[src/rtl/md_if.sv]
// md_if: EX request/result, multiplier and divider signals of the multiply/divide sequencer.
interface md_if;
  logic        flush;
  logic        req_valid;
  logic [1:0]  req_op;
  logic [31:0] req_a;
  logic [31:0] req_b;
  logic        res_accept;
  logic        stallreq;
  logic        res_valid;
  logic [31:0] res_hi;
  logic [31:0] res_lo;
  logic        mul_signed;
  logic [31:0] mul_a;
  logic [31:0] mul_b;
  logic [63:0] mul_result;
  logic        div_start;
  logic        div_signed;
  logic [31:0] div_a;
  logic [31:0] div_b;
  logic        div_annul;
  logic [63:0] div_result;
  logic        div_ready;
  modport master (
    input  flush, req_valid, req_op, req_a, req_b, res_accept, mul_result, div_result, div_ready,
    output stallreq, res_valid, res_hi, res_lo, mul_signed, mul_a, mul_b,
           div_start, div_signed, div_a, div_b, div_annul
  );
  modport slave (
    output flush, req_valid, req_op, req_a, req_b, res_accept, mul_result, div_result, div_ready,
    input  stallreq, res_valid, res_hi, res_lo, mul_signed, mul_a, mul_b,
           div_start, div_signed, div_a, div_b, div_annul
  );
endinterface

[src/rtl/md_sched.sv]
// md_sched: HI/LO multiply/divide sequencer between EX and the shared mul/div units.
// Optional MD_DIV_ZERO_BYPASS_EN: divide by zero completes in IDLE without using the divider.
module md_sched #(
  parameter int MUL_LAT = 2
) (
  input logic clk,
  input logic rst,
  md_if.master m
);
  typedef enum logic [1:0] {IDLE, MUL_WAIT, DIV_WAIT, DONE} state_t;
  state_t state, state_n;
  logic [3:0] cnt;
  logic [1:0] op_r;
  logic [31:0] a_r, b_r, hi_r, lo_r;
  logic accept, zero_div, mul_done, div_done;
  assign accept = state == IDLE && m.req_valid && !m.flush;
`ifdef MD_DIV_ZERO_BYPASS_EN
  assign zero_div = m.req_op[1] && m.req_b == 32'd0;
`else
  assign zero_div = 1'b0;
`endif
  assign mul_done = state == MUL_WAIT && cnt == 4'd1;
  assign div_done = state == DIV_WAIT && m.div_ready;
  always_comb begin
    state_n = state;
    if (m.flush) state_n = IDLE;
    else if (accept) state_n = !m.req_op[1] ? MUL_WAIT : zero_div ? DONE : DIV_WAIT;
    else if (mul_done || div_done) state_n = DONE;
    else if (state == DONE && m.res_accept) state_n = IDLE;
  end
  always_ff @(posedge clk) begin
    if (rst) begin
      state <= IDLE;
      cnt   <= 4'd0;
      op_r  <= 2'b00;
      a_r   <= 32'd0;
      b_r   <= 32'd0;
      hi_r  <= 32'd0;
      lo_r  <= 32'd0;
    end else begin
      state <= state_n;
      if (state == MUL_WAIT) cnt <= cnt - 4'd1;
      if (accept) begin
        op_r <= m.req_op;
        a_r  <= m.req_a;
        b_r  <= m.req_b;
        if (!m.req_op[1]) cnt <= 4'(MUL_LAT);
        if (zero_div) begin
          hi_r <= m.req_a;
          lo_r <= 32'hFFFF_FFFF;
        end
      end
      // a flush in the completion cycle discards the result
      if (!m.flush && mul_done) {hi_r, lo_r} <= m.mul_result;
      if (!m.flush && div_done) {hi_r, lo_r} <= m.div_result;
    end
  end
  assign m.stallreq   = !m.flush && ((state == IDLE && m.req_valid) || state == MUL_WAIT || state == DIV_WAIT);
  assign m.res_valid  = state == DONE;
  assign m.res_hi     = hi_r;
  assign m.res_lo     = lo_r;
  // gated so the zeroed op register does not look like a signed mult out of reset
  assign m.mul_signed = op_r == 2'b00 && state != IDLE;
  assign m.mul_a      = a_r;
  assign m.mul_b      = b_r;
  assign m.div_signed = op_r == 2'b10;
  assign m.div_a      = a_r;
  assign m.div_b      = b_r;
  assign m.div_start  = state == DIV_WAIT && !m.div_ready && !m.flush;
  assign m.div_annul  = state == DIV_WAIT && m.flush;
endmodule

[src/flat_wrapper.sv]
// flat-port wrapper written by rule: the top's interface ports become plain ports
module md_sched_flat 
#(
  parameter int MUL_LAT = 2
)
  (clk, rst, m_flush, m_req_valid, m_req_op, m_req_a, m_req_b, m_res_accept, m_mul_result, m_div_result, m_div_ready, m_stallreq, m_res_valid, m_res_hi, m_res_lo, m_mul_signed, m_mul_a, m_mul_b, m_div_start, m_div_signed, m_div_a, m_div_b, m_div_annul);
  md_if m_i ();
  input logic clk;
  input logic rst;
  input wire logic [$bits(m_i.flush)-1:0] m_flush;
  input wire logic [$bits(m_i.req_valid)-1:0] m_req_valid;
  input wire logic [$bits(m_i.req_op)-1:0] m_req_op;
  input wire logic [$bits(m_i.req_a)-1:0] m_req_a;
  input wire logic [$bits(m_i.req_b)-1:0] m_req_b;
  input wire logic [$bits(m_i.res_accept)-1:0] m_res_accept;
  input wire logic [$bits(m_i.mul_result)-1:0] m_mul_result;
  input wire logic [$bits(m_i.div_result)-1:0] m_div_result;
  input wire logic [$bits(m_i.div_ready)-1:0] m_div_ready;
  output wire logic [$bits(m_i.stallreq)-1:0] m_stallreq;
  output wire logic [$bits(m_i.res_valid)-1:0] m_res_valid;
  output wire logic [$bits(m_i.res_hi)-1:0] m_res_hi;
  output wire logic [$bits(m_i.res_lo)-1:0] m_res_lo;
  output wire logic [$bits(m_i.mul_signed)-1:0] m_mul_signed;
  output wire logic [$bits(m_i.mul_a)-1:0] m_mul_a;
  output wire logic [$bits(m_i.mul_b)-1:0] m_mul_b;
  output wire logic [$bits(m_i.div_start)-1:0] m_div_start;
  output wire logic [$bits(m_i.div_signed)-1:0] m_div_signed;
  output wire logic [$bits(m_i.div_a)-1:0] m_div_a;
  output wire logic [$bits(m_i.div_b)-1:0] m_div_b;
  output wire logic [$bits(m_i.div_annul)-1:0] m_div_annul;
  assign m_i.flush = m_flush;
  assign m_i.req_valid = m_req_valid;
  assign m_i.req_op = m_req_op;
  assign m_i.req_a = m_req_a;
  assign m_i.req_b = m_req_b;
  assign m_i.res_accept = m_res_accept;
  assign m_i.mul_result = m_mul_result;
  assign m_i.div_result = m_div_result;
  assign m_i.div_ready = m_div_ready;
  assign m_stallreq = m_i.stallreq;
  assign m_res_valid = m_i.res_valid;
  assign m_res_hi = m_i.res_hi;
  assign m_res_lo = m_i.res_lo;
  assign m_mul_signed = m_i.mul_signed;
  assign m_mul_a = m_i.mul_a;
  assign m_mul_b = m_i.mul_b;
  assign m_div_start = m_i.div_start;
  assign m_div_signed = m_i.div_signed;
  assign m_div_a = m_i.div_a;
  assign m_div_b = m_i.div_b;
  assign m_div_annul = m_i.div_annul;
  md_sched #(.MUL_LAT(MUL_LAT)) u_core (.clk(clk), .rst(rst), .m(m_i));
endmodule
[config.mk]
export PLATFORM = sky130hd
export DESIGN_NAME = md_sched_flat
export DESIGN_NICKNAME = d
export VERILOG_FILES = /design/src/rtl/md_if.sv /design/src/rtl/md_sched.sv /design/src/flat_wrapper.sv
export SDC_FILE = /design/constraint.sdc
export NUM_CORES = 1
export LEC_CHECK = 0
export ABC_AREA = 1
export ABC_CLOCK_PERIOD_IN_PS = 1500
export BUFFER_PORTS_ARGS = -buffer_cell sky130_fd_sc_hd__buf_2
export CORE_AREA = 10 10 146 148
export CTS_CLUSTER_DIAMETER = 80
export DETAILED_ROUTE_END_ITERATION = 16
export DIE_AREA = 0 0 156 158
export GPL_TIMING_DRIVEN = 0
export PLACE_DENSITY = 0.81
export SLEW_MARGIN = 0
export SYNTH_ARGS = -nofsm -noshare
export SYNTH_HDL_FRONTEND = slang
export SYNTH_SLANG_ARGS = --single-unit
[constraint.sdc]
create_clock -name clk -period 1.5 [get_ports clk]
set_clock_uncertainty 0.2 [all_clocks]
set_input_delay 0.075 -clock clk [delete_from_list [all_inputs] [get_ports clk]]
set_output_delay 0.075 -clock clk [all_outputs]
set_load 0.02 [all_outputs]
==> reports/metrics.cfg <==
[die]
die_outline_area_sq_um = 24600
fp-row-count = 50
die_height_um = 158
fp.dieW_um = 156
core_area_sq_um = 18500
ios = 398
floorplan.initialDensity_pct = 34.2

[cells_and_area]
finalNetCount = 1747
post_route_cells_drive_above_1_share_pct = 44.3
stdcell_count = 1802
fillers = 1273
area_growth_pct = 96.0

[yosys]
synth_area_leaders = sky130_fd_sc_hd__dfxtp_1, sky130_fd_sc_hd__nor2_1, sky130_fd_sc_hd__buf_4
synth_enable_flop_cells = 0
synth_fp_nets = 1109
avgSynthCellArea_sq_um = 6.95
post-synth-top-area-cell = sky130_fd_sc_hd__dfxtp_1
netlist_area_sq_um = 6300
yosysMostFrequentCell = sky130_fd_sc_hd__nor2_1
netlist_instances = 907
dominantRegCellSynth = sky130_fd_sc_hd__dfxtp_1
postSynth.asyncResetShare_pct = 0
post_synth_most_frequent_cells = sky130_fd_sc_hd__nor2_1, sky130_fd_sc_hd__nand2_1, sky130_fd_sc_hd__dfxtp_1, sky130_fd_sc_hd__o21ai_1, sky130_fd_sc_hd__buf_4
seq_area_frac_synth_pct = 43.2
yosysTopAreaCellShare_pct = 43.2
synth_seq_cells = 136
post_synth_num_cell_types = 22
synth-warning-count = 0

[clock_tree]
clock_pin_slew_on_the_worst_setup_and_hold_paths_ns = 0.07
tritoncts_num_sinks = 136
cts_root_buffer = sky130_fd_sc_hd__clkbuf_16
clock_tree_buf_depth = 2
htree_levels = 4
clock_latency_ns = 0.41
cts-buffers-inserted = 17
cts_tree = done

[grt]
grt_max_degree = 17
grt.overflow.total = 0
via_count_of_the_first_global_routing_pass = 9471
initial_antenna_violation_count = 8
globalRouteTotalUtil_pct = 26.7
global_route_wire_length_before_repair_um = 51700

[worst_setup_path]
regToRegStartpoint = u_core.state[0]
worstPathCellList = inv_4 > nand2_4 > nor2_4 > buf_8 > buf_6 > nand3_1 > nand2_1 > nor2_1 > nor2_1
worst_path_dominant_cell_family = simple AND/OR/NAND/NOR gates
timing.reg2reg.setup_slack_ns = -0.30
startpoint = u_core.state[0]
worst_path_largest_cell_delay_ns = 0.38
crit_buf_inv = 3
cp_max_fo = 10
arrival_ns = 1.94
most_prevalent_standard_cell_on_the_critical_path = sky130_fd_sc_hd__nor2_1
critPathLaunchType = register
crit_path_top_delay_cell = sky130_fd_sc_hd__dfxtp_4
critical_path_rt_ns = 1.64
worstSetupPathType = register to register
critical_path.endpoint_type = register

[run]
maxCapViolations = 0

[sta]
post-route-min-period_ns = 1.80
worst_pin_slew_ns = 0.770
max_freq_ghz = 0.556
grt_setup_unrepaired = true
relSlewSlack_pct = 48.7
timing.hold.ws_ns = 0.112
setup_ws_ns = -0.298
final_min_period_over_clock_period_pct = 120
maxSlewViolCount = 0
finalSetupViolCount = 132
hold_violations = 0

[power]
p_per_area_nw_per_um2 = 877
totalPowerFinal_w = 0.0108
ir_worst_vdd_uv = 712
leakage_nw = 6.36

[route]
wl_per_cell_um = 21.3
route.final.wire_length_um = 38400
detailedRoute.firstIterationViolations = 787
vias = 9584
postRouteAntennaNets = 0
routed_via_density = 5.32
detail_route.drc_violations = 0
detail_route.first_pass.iterations = 7

[placed_design]
dp_worst_setup_slack_ns = -0.526
port_buffers = 397
place_inst = 1538
place.detailed.hpwl_um = 21200
place_congestion = 0.855

[min_path]
worstHoldStart = rst
timing.hold.worst.class = input pin to register

[outcome]
failed_checks = negative setup slack
status = finished with violations

-- registers in the layout (all words and copies together), names as in the netlist --
| name | flops |
|---|---|
| u_core.m.div_a | 32 |
| u_core.m.div_b | 32 |
| u_core.m.res_hi | 32 |
| u_core.m.res_lo | 32 |
| u_core.cnt | 4 |
| u_core.op_r | 2 |
| u_core.state | 2 |
-- tightest hold or removal path: stages --
cell	delay, ns
sky130_fd_sc_hd__buf_2	0.08
sky130_fd_sc_hd__inv_1	0.08
sky130_fd_sc_hd__clkbuf_1	0.25
sky130_fd_sc_hd__o21ai_1	0.14
sky130_fd_sc_hd__nor2_1	0.05
-- through the flow --
step | TNS [ns] | util (%) | instance area (sq um)
floorplan | -0.0486 | - | 6300
global placement | -38.03 | 46.5 | 8580
detailed placement | -40.12 | 46.5 | 8580
CTS | -11.09 | 62.7 | 11600
global route | -27.47 | 66.9 | 12300
finish | -17.56 | 66.9 | 12400
-- power by group --
| group | internal [W] | switching [W] | total (W) |
|---|---|---|---|
| clock network | 0.00263 | 0.00169 | 0.00432 |
| registers | 0.00377 | 0.000166 | 0.00394 |
| logic | 0.00124 | 0.00134 | 0.00258 |
| total | 0.00764 | 0.00319 | 0.0108 |
-- cell usage in the layout (no fill, tap or decap), drive strengths merged, types with 3 or more instances in the layout --
cell type	count
diode	11
o21ai	131
nor2	277
nand2	141
nand3	68
inv	17
clkbuf	44
dfxtp	136
nor3	3
buf	522
bufinv	3
dlygate4sd3	197
clkinv	8
a21oi	5
-- final cells by class --
class,instances,area [sq um],area share [%]
timing repair buffer,619,4380,35.5
multi-input combinational,630,3170,25.7
sequential,136,2730,22.1
buffer,126,1080,8.75
clock buffer,18,429,3.47
tap,234,293,2.37
clock inverter,13,170,1.38
inverter,15,63.8,0.517
antenna,11,27.5,0.223
-- worst paths after layout --
path,to,cells past startpoint
setup / recovery,u_core.m.res_hi[6],9
hold / removal,u_core.m.res_lo[5],5
setup reg to reg,u_core.m.res_hi[6],9
hold reg to reg,u_core.m.res_hi[11],2
-- cells by family after synthesis --
family	after synthesis	synth area share, %
XOR/XNOR	2	0.278
flip-flops	136	43.2
adder cells (fa/ha/maj)	2	0.397
AO/OA/AOI/OAI	136	10.8
buffers and inverters	141	14.4
AND/OR/NAND/NOR	490	30.9
-- layer usage --
metal / wire (um) / track usage, % / vias to the layer above
met4: 2670 / 17.3 / 0
met1: 11900 / 25.8 / 4279
met2: 18500 / 45.9 / 940
li1: - / - / 4120
met3: 5360 / 11.4 / 245
met5: 0 / 0 / -
-- timing repair --
action / 4_1_cts / 5_1_grt
pin swaps: 47 / 68
resized for setup: 104 / 170
endpoints found under the hold margin: 136 / 1
endpoints found under the setup margin: 140 / 141
buffers inserted: 7 / 9
hold buffers: 196 / 1
cloned: 3 / 8
No activity file was read; power rests on OpenSTA's default activity.
